### src/rtl/sigma_delta_sequencer.sv
// Front-end sequencer for the 2nd-order sigma-delta modulator: paces PCM samples
// onto the modulator input, generates its clock-enable and reset, and tracks underflows.
module sigma_delta_sequencer #(
  parameter int WIDTH     = 16,
  parameter int OSR       = 64,
  parameter int CLK_DIV   = 1,
  parameter int CNT_WIDTH = 16
) (
  input  logic                 clk,
  input  logic                 rst,
  input  logic                 start,
  input  logic                 stop,
  input  logic                 s_valid,
  output logic                 s_ready,
  input  logic [WIDTH-1:0]     s_data,
  output logic                 sd_en,
  output logic                 sd_rst,
  output logic [WIDTH-1:0]     sd_in,
  output logic                 sample_tick,
  output logic                 underflow,
  output logic [CNT_WIDTH-1:0] underflow_cnt,
  output logic                 busy
);

  localparam int DIV_W = (CLK_DIV > 1) ? $clog2(CLK_DIV) : 1;
  localparam int OSR_W = (OSR > 1) ? $clog2(OSR) : 1;
  localparam logic [DIV_W-1:0] DIV_LAST = DIV_W'(CLK_DIV - 1);
  localparam logic [OSR_W-1:0] OSR_LAST = OSR_W'(OSR - 1);

  typedef enum logic [1:0] {S_IDLE, S_PRIME, S_RUN, S_FLUSH} state_t;

  state_t               r_state;
  state_t               w_next_state;
  logic [DIV_W-1:0]     r_div_cnt;
  logic [OSR_W-1:0]     r_osr_cnt;
  logic [WIDTH-1:0]     r_hold;
  logic [WIDTH-1:0]     r_next;
  logic                 r_next_valid;
  logic [CNT_WIDTH-1:0] r_ucnt;
  logic                 w_ticking;
  logic                 w_boundary;
  logic                 w_accept;

  always_ff @(posedge clk) begin
    if (rst) r_state <= S_IDLE;
    else     r_state <= w_next_state;
  end

  always_comb begin
    w_next_state = r_state;
    unique case (r_state)
      S_IDLE:  if (start) w_next_state = S_PRIME;
      S_PRIME: begin
        if (stop)          w_next_state = S_IDLE;
        else if (w_accept) w_next_state = S_RUN;
      end
      S_RUN:   if (stop) w_next_state = S_FLUSH;
      S_FLUSH: if (w_boundary) w_next_state = S_IDLE;
      default: w_next_state = S_IDLE;
    endcase
  end

  always_comb begin
    w_ticking     = (r_state == S_RUN) || (r_state == S_FLUSH);
    sd_en         = w_ticking && (r_div_cnt == DIV_LAST);
    w_boundary    = sd_en && (r_osr_cnt == OSR_LAST);
    s_ready       = ((r_state == S_PRIME) || (r_state == S_RUN)) && !r_next_valid;
    w_accept      = s_valid && s_ready;
    sample_tick   = w_boundary;
    underflow     = (r_state == S_RUN) && w_boundary && !r_next_valid && !w_accept;
    sd_rst        = (r_state == S_IDLE) || (r_state == S_PRIME);
    busy          = (r_state != S_IDLE);
    sd_in         = r_hold;
    underflow_cnt = r_ucnt;
  end

  always_ff @(posedge clk) begin
    if (rst) begin
      r_div_cnt    <= '0;
      r_osr_cnt    <= '0;
      r_hold       <= '0;
      r_next       <= '0;
      r_next_valid <= 1'b0;
      r_ucnt       <= '0;
    end else begin
      // Counters idle at zero outside RUN/FLUSH so the first tick lands CLK_DIV cycles after load.
      if (w_ticking) begin
        r_div_cnt <= (r_div_cnt == DIV_LAST) ? '0 : r_div_cnt + DIV_W'(1);
        if (sd_en)
          r_osr_cnt <= (r_osr_cnt == OSR_LAST) ? '0 : r_osr_cnt + OSR_W'(1);
      end else begin
        r_div_cnt <= '0;
        r_osr_cnt <= '0;
      end

      unique case (r_state)
        S_PRIME: begin
          if (stop)          r_hold <= '0;
          else if (w_accept) r_hold <= s_data;
        end
        S_RUN: begin
          if (w_boundary) begin
            if (r_next_valid) begin
              r_hold       <= r_next;
              r_next_valid <= 1'b0;
            end else if (w_accept) begin
              r_hold <= s_data;
            end else begin
              r_hold <= '0;
              if (r_ucnt != '1) r_ucnt <= r_ucnt + CNT_WIDTH'(1);
            end
          end else if (w_accept) begin
            r_next       <= s_data;
            r_next_valid <= 1'b1;
          end
        end
        S_FLUSH: begin
          r_next       <= '0;
          r_next_valid <= 1'b0;
          if (w_boundary) r_hold <= '0;
        end
        default: r_hold <= '0;
      endcase
    end
  end

endmodule

### config.mk
export PLATFORM = sky130hd
export DESIGN_NAME = sigma_delta_sequencer
export DESIGN_NICKNAME = d
export VERILOG_FILES = /design/src/rtl/sigma_delta_sequencer.sv
export SDC_FILE = /design/constraint.sdc
export NUM_CORES = 1
export LEC_CHECK = 0
export BUFFER_PORTS_ARGS = -buffer_cell sky130_fd_sc_hd__buf_4
export CAP_MARGIN = 0
export CORE_MARGIN = 4
export CORE_UTILIZATION = 45
export DETAILED_ROUTE_END_ITERATION = 8
export GPL_TIMING_DRIVEN = 0
export HOLD_SLACK_MARGIN = 0.05
export PLACE_DENSITY_LB_ADDON = 0.2
export SLEW_MARGIN = 20
export SYNTH_ARGS = -nofsm -noshare
export SYNTH_HDL_FRONTEND = slang
export SYNTH_SLANG_ARGS = --single-unit
### constraint.sdc
create_clock -name clk -period 2.2 [get_ports clk]
set_input_delay 0.11 -clock clk [delete_from_list [all_inputs] [get_ports clk]]
set_output_delay 0.11 -clock clk [all_outputs]
set_load 0.1 [all_outputs]
Word level (Yosys, flattened, before mapping)

Index checks and enable logic that the tools add are counted.

Flip-flop bits (word level): 58
Input bits: 21
Word-level logic and storage cells: 68

$add $sub $neg: 3
Equality and inequality tests: 13
Muxes and demuxes: 19
Bitwise operators: 4
Reduce and logical (&&, ||, !) cells: 22

Operators with widths:

| operator                                            | number |
|---|---|
| two-way mux 16 bit                                  | 7 |
| case mux 16 bit (3 select lines)                    | 1 |
| case mux 16 bit (2 select lines)                    | 1 |
| adder 16 x 1 -> 16 bit, second input constant       | 1 |
| != test 16 bit, second input constant               | 1 |
| != test 2 bit, second input constant                | 6 |
| two-way mux 2 bit                                   | 5 |
| case mux 2 bit (4 select lines)                     | 1 |
| logical AND 1 bit                                   | 7 |
| adder 6 x 1 -> 6 bit, second input constant         | 1 |
| equality test 6 bit, second input constant          | 1 |
| two-way mux 6 bit                                   | 1 |
| != test 3 bit, second input constant                | 2 |
| AND reduction 3 bit                                 | 2 |
| AND reduction 5 bit                                 | 1 |
| equality test 2 bit, second input constant          | 2 |
| inverter 1 bit                                      | 4 |
| AND reduction 4 bit                                 | 1 |
| nonzero test 2 bit                                  | 2 |
| logical OR 1 bit                                    | 3 |
| OR reduction 3 bit                                  | 1 |
| equality test 2 x 1 -> 1 bit, second input constant | 1 |
| logical NOT 1 bit                                   | 2 |
| logical NOT 2 bit                                   | 1 |
| other kinds (5)                                     | 6 |

Depth between registers and ports, before layout

Depth in word-level cells: 8
Mapped depth: 11
Gate-level depth less buffers: 9

Worst setup path before layout

OpenSTA, ideal clock, no wires.

Kind: register -> register
Start: register r_state[0]
End: register r_ucnt[7] (netlist: underflow_cnt[7])
Setup time: 0.070 ns
Data arrival time: 2.994 ns
Data required time: 2.130 ns
Slack: -0.864 ns
Stages on the path, launching flop included: 12
Buffers on the path: 2
Clock period less this slack: 3.064 ns
Path through: dfxtp_1 -> inv_1 -> ha_1 -> buf_4 -> o21bai_2 -> inv_2 -> nand3_4 -> inv_1 -> o211ai_1 -> clkbuf_1 -> or4_1 -> a21oi_1

Elaborated cells on any way between the ends: 11
Classes of those cells: eq/ne: 3; bitwise: 1; reduce/logical: 7

RTL lines:

| what                            | line | source |
|---|---|---|
| from (decl)                     | 32   | `state_t r_state;` |
| from (signal assigned)          | 46   | `else r_state <= w_next_state;` |
| equality test 2 bit             | 64   | `w_ticking = (r_state == S_RUN) \|\| (r_state == S_FLUSH);` |
| logical OR 1 bit *              | 64   |  |
| logical AND 1 bit *             | 65   | `sd_en = w_ticking && (r_div_cnt == DIV_LAST);` |
| net sd_en                       | 16   | `output logic sd_en,` |
| logical AND 1 bit *             | 66   | `w_boundary = sd_en && (r_osr_cnt == OSR_LAST);` |
| net sample_tick                 | 19   | `output logic sample_tick,` |
| AND reduction 5 bit (no line) * | -    |  |
| to (signal assigned)            | 110  | `if (r_ucnt != '1) r_ucnt <= r_ucnt + CNT_WIDTH'(1);` |
| to (decl)                       | 39   | `logic [CNT_WIDTH-1:0] r_ucnt;` |

Mark *: on every way through the listed nets, which the timed path passes. The rest lies on a longest branch.
A chain may end at the register's enable or synchronous reset.

Final worst setup path

Start: register r_state[0]
End: register r_ucnt[10] (netlist: underflow_cnt[10])

Word-level cells in the longest chain between the ends: 6
Elaborated cells on any way between the ends: 11
Classes of those cells: eq/ne: 3; bitwise: 1; reduce/logical: 7

Ends and longest elaborated chain:

| what                                                                | line       | source |
|---|---|---|
| equality test 2 x 1 -> 1 bit or equality test 2 bit (tied branches) | 67, 64, 96 |  |
| logical OR 1 bit                                                    | 67         | `s_ready = ((r_state == S_PRIME) \|\| (r_state == S_RUN)) && !r_next_valid;` |
| logical AND 1 bit                                                   | 67         |  |
| logical AND 1 bit                                                   | 68         | `w_accept = s_valid && s_ready;` |
| inverter 1 bit (no line)                                            | -          |  |
| AND reduction 5 bit (no line) *                                     | -          |  |

Mark *: on every way between the ends. The rest lies on a longest branch, timed or not.

==> out/results.tsv <==
metric	value	unit
Final Hold Viols	0	
gpl congestion	0.8226	
min cycle time layout	2.165	ns
IO buf count	57	
hpwl dp	4848	µm
power per cell area	659.6	nW/µm²
Yosys cell types	52	
total CTS buffers	9	
worst setup path class	flip-flop to flip-flop	
prevailing post-synth register cell	dfxtp_1	
mapped cell area	2703	µm²
asr flop ratio synth	0	%
layout cell share with drive strength beyond 1	33.89	%
root buffer cell	clkbuf_8	
synthesized instance count	316	
placed cells	445	
WP data arrival	2.42	ns
number of synthesized flops with an enable pin	0	
Layout area overhead	43.38	%
Detailed Route WL	7183	µm
Clk Latency, worst-skew pair	0.33	ns
antenna cell count	0	
largest net degree at the start of global routing	11	
Critical Path Sink Type	flip-flop	
WL per Instance	14.72	µm
total congestion overflow	0	
Max FO, Critical Path	8	
Seq cells post-synth	58	
Via-to-Cell Ratio	5.658	
area of the core	5675	µm²
CP delay by family, top	simple AND/OR/NAND/NOR gates	
clk sinks	58	
DRC viols	0	
total track usage	19.99	%
layout net count	438	
die height	85.50	µm
post-synthesis sequential area ratio	42.96	%
Worst path max stage delay	0.53	ns
Pre-antenna DRT Iters	5	
run status	finished clean	
Leak	1.499	nW
critical path's most frequent cell	or4_1	
CTS H-tree depth	3	
Synth warnings	0	
Final period util	98.43	%
Final Skew	0.005178	ns
CP bufs+invs	2	
Final Setup Violations	0	
row cnt	27	
count of pins over their slew limit	0	
CTS tree	yes	
vias in the first global route	2530	
Slew HR	62.34	%
initial antenna violation count	0	
I/O pin cnt	59	
Iter 0 DRT Violations	127	
max-cap violation count	0	
Initial Util	47.62	%
Max clock buf depth	2	
slowest CP cell	or4_1	
Peak VDD IR	0.3947	mV
first-pass GRT wire length	11940	µm
HP Class	input pin to flip-flop	
Final Power	2.556	mW
Via Count	2761	
worst-margin pin slew	0.5597	ns
chip width	85.50	µm
crit start category	flip-flop	
Antenna Violating Nets Remaining	0	
crit path cell chain	inv_4 > ha_4 > and2b_1 > nand2_1 > or4_1 > clkbuf_8 > or4_1 > a21oi_1	
mean area per synthesized cell	8.553	µm²
Net Count, Synth	343	
Layout Cells excl Fill	488	
Fmax achieved	0.4618	GHz
RSZ-0062 raised after global routing	yes	
worst path required time	2.46	ns
Die ar.	7309	µm²
clk slew on worst S/H paths	0.07	ns
==> state kept, by name, summed over array words and instances, names as in the netlist, named ones only <==
name           count
r_osr_cnt          6
r_div_cnt          1
underflow_cnt     16
sd_in             16
r_next            16
r_next_valid       1
r_state            1
==> layout make-up <==
| type | instances | area [µm²] |
|---|---|---|
| Fill cell | 470 | 1800 |
| Multi-Input combinational cell | 228 | 1528 |
| Sequential cell | 58 | 1202 |
| Timing Repair Buffer | 85 | 675.6 |
| Clock buffer | 13 | 191.4 |
| Buffer | 19 | 118.9 |
| Tap cell | 72 | 90.09 |
| Inverter | 10 | 51.30 |
| Clock inverter | 3 | 17.52 |
==> cells in the mapped netlist, drive strengths merged, types with 2 or more instances <==
| library cell | count | area share (%) |
|---|---|---|
| xnor2 | 2 | 0.65 |
| or4 | 6 | 1.7 |
| a22o | 16 | 5.2 |
| o31ai | 5 | 1.4 |
| and4 | 4 | 1.4 |
| a311oi | 2 | 0.65 |
| or2 | 3 | 0.69 |
| xor2 | 3 | 0.97 |
| nor2b | 3 | 0.69 |
| ha | 6 | 2.8 |
| nand3 | 26 | 5.3 |
| nand2b | 3 | 0.69 |
| o21ai | 6 | 1.1 |
| a22oi | 16 | 4.4 |
| buf | 6 | 1.2 |
| a31o | 2 | 0.65 |
| nand2 | 25 | 3.5 |
| clkbuf | 13 | 1.9 |
| mux2i | 4 | 1.5 |
| a21oi | 31 | 5.7 |
| nand4 | 2 | 1.0 |
| nor2 | 34 | 4.7 |
| or3 | 5 | 1.2 |
| a211oi | 2 | 0.56 |
| dfxtp | 58 | 43 |
| inv | 10 | 1.4 |
| nor3 | 4 | 0.74 |
| and2 | 4 | 0.93 |
==> layer usage <==
layer	track usage, %	vias to the layer above	wire [µm]
met5	0	-	0
met4	7.482	0	106
met3	4.323	13	505
met2	32.06	98	3481
met1	26.36	1307	3090
li1	-	1343	-
==> logic make-up (layout without fill, tap and decap cells) <==
family                   Yosys count  count (layout)  synth area share (%)
AO/OA/AOI/OAI                     87              87                 21.95
other                              1               1                0.1388
multiplexers                       5               5                 1.898
flip-flops                        58              58                 42.96
adder cells (fa/ha/maj)            6               6                 2.778
XOR/XNOR                           5               5                 1.621
AND/OR/NAND/NOR                  124             124                 23.89
buffers and inverters             30             130                 4.768
==> worst reg2reg max path: cells and delay by family, from the launching register on <==
| kind | cells | cell delay [ns] |
|---|---|---|
| adder cells (fa/ha/maj) | 1 | 0.19 |
| buffers and inverters | 2 | 0.25 |
| flip-flops | 1 | 0.37 |
| AND/OR/NAND/NOR | 4 | 1.16 |
| AO/OA/AOI/OAI | 1 | 0.13 |
==> placed cells by master, fill, tap and decap left out, types with 3 or more instances in the layout <==
master,Yosys,layout
a21oi_1,31,31
a22o_1,16,16
a22oi_1,16,16
and2_1,4,3
buf_2,4,3
buf_4,1,70
clkbuf_1,12,8
clkbuf_4,0,3
clkbuf_8,0,11
dfxtp_1,58,41
dfxtp_2,0,9
dfxtp_4,0,8
dlygate4sd3_1,1,16
ha_4,0,3
inv_1,9,7
mux2i_1,4,4
nand2_1,25,23
nand2b_1,3,3
nand3_1,25,25
nor2_1,34,34
o21ai_0,6,6
o31ai_1,5,5
or2_2,3,3
or3_1,5,5
or4_1,5,5
xor2_1,3,3
==> power breakdown <==
part / switching (mW) / internal [mW] / total (mW) / leakage, nW
registers: 0.0145 / 1.06 / 1.07 / 0.479
clock network: 0.429 / 0.574 / 1.00 / 0.106
logic: 0.314 / 0.168 / 0.482 / 0.915
==> final timing paths <==
| path | startpoint | endpoint | slack, ns | cells after the start |
|---|---|---|---|---|
| max | r_state[0] | underflow_cnt[10] | 0.03 | 8 |
| min | s_data[2] | r_next[2] | 0.09 | 3 |
| max reg2reg | r_state[0] | underflow_cnt[10] | 0.03 | 8 |
| min reg2reg | sd_in[14] | sd_in[14] | 0.46 | 2 |
==> per-stage QoR <==
| step | instance area, µm² | hold slack [ns] | utilization [%] | setup TNS [ns] | worst slack, ns |
|---|---|---|---|---|---|
| 2_1_floorplan | 2799 | 0.2708 | - | -1.960 | -0.2346 |
| 3_3_place_gp | 3317 | 0.3699 | 58.44 | -8.165 | -0.5170 |
| 3_5_place_dp | 3317 | 0.3753 | 58.44 | -9.070 | -0.5875 |
| 4_1_cts | 3772 | 0.08779 | 66.47 | -0.001550 | -0.001550 |
| 5_1_grt | 3875 | 0.1338 | 68.28 | -0.06521 | -0.02575 |
| 6_report | 3875 | 0.09299 | 68.28 | 0 | 0.03464 |
==> repair_timing <==
item                                    in CTS  in global routing
endpoints found under the hold margin       15                  0
hold buffers                                15                  0
endpoints found under the setup margin      32                 31
gates resized for setup                     16                 15
pin swaps                                    2                 10
setup buffers                                5                  8
No activity file was read; power rests on OpenSTA's default activity.
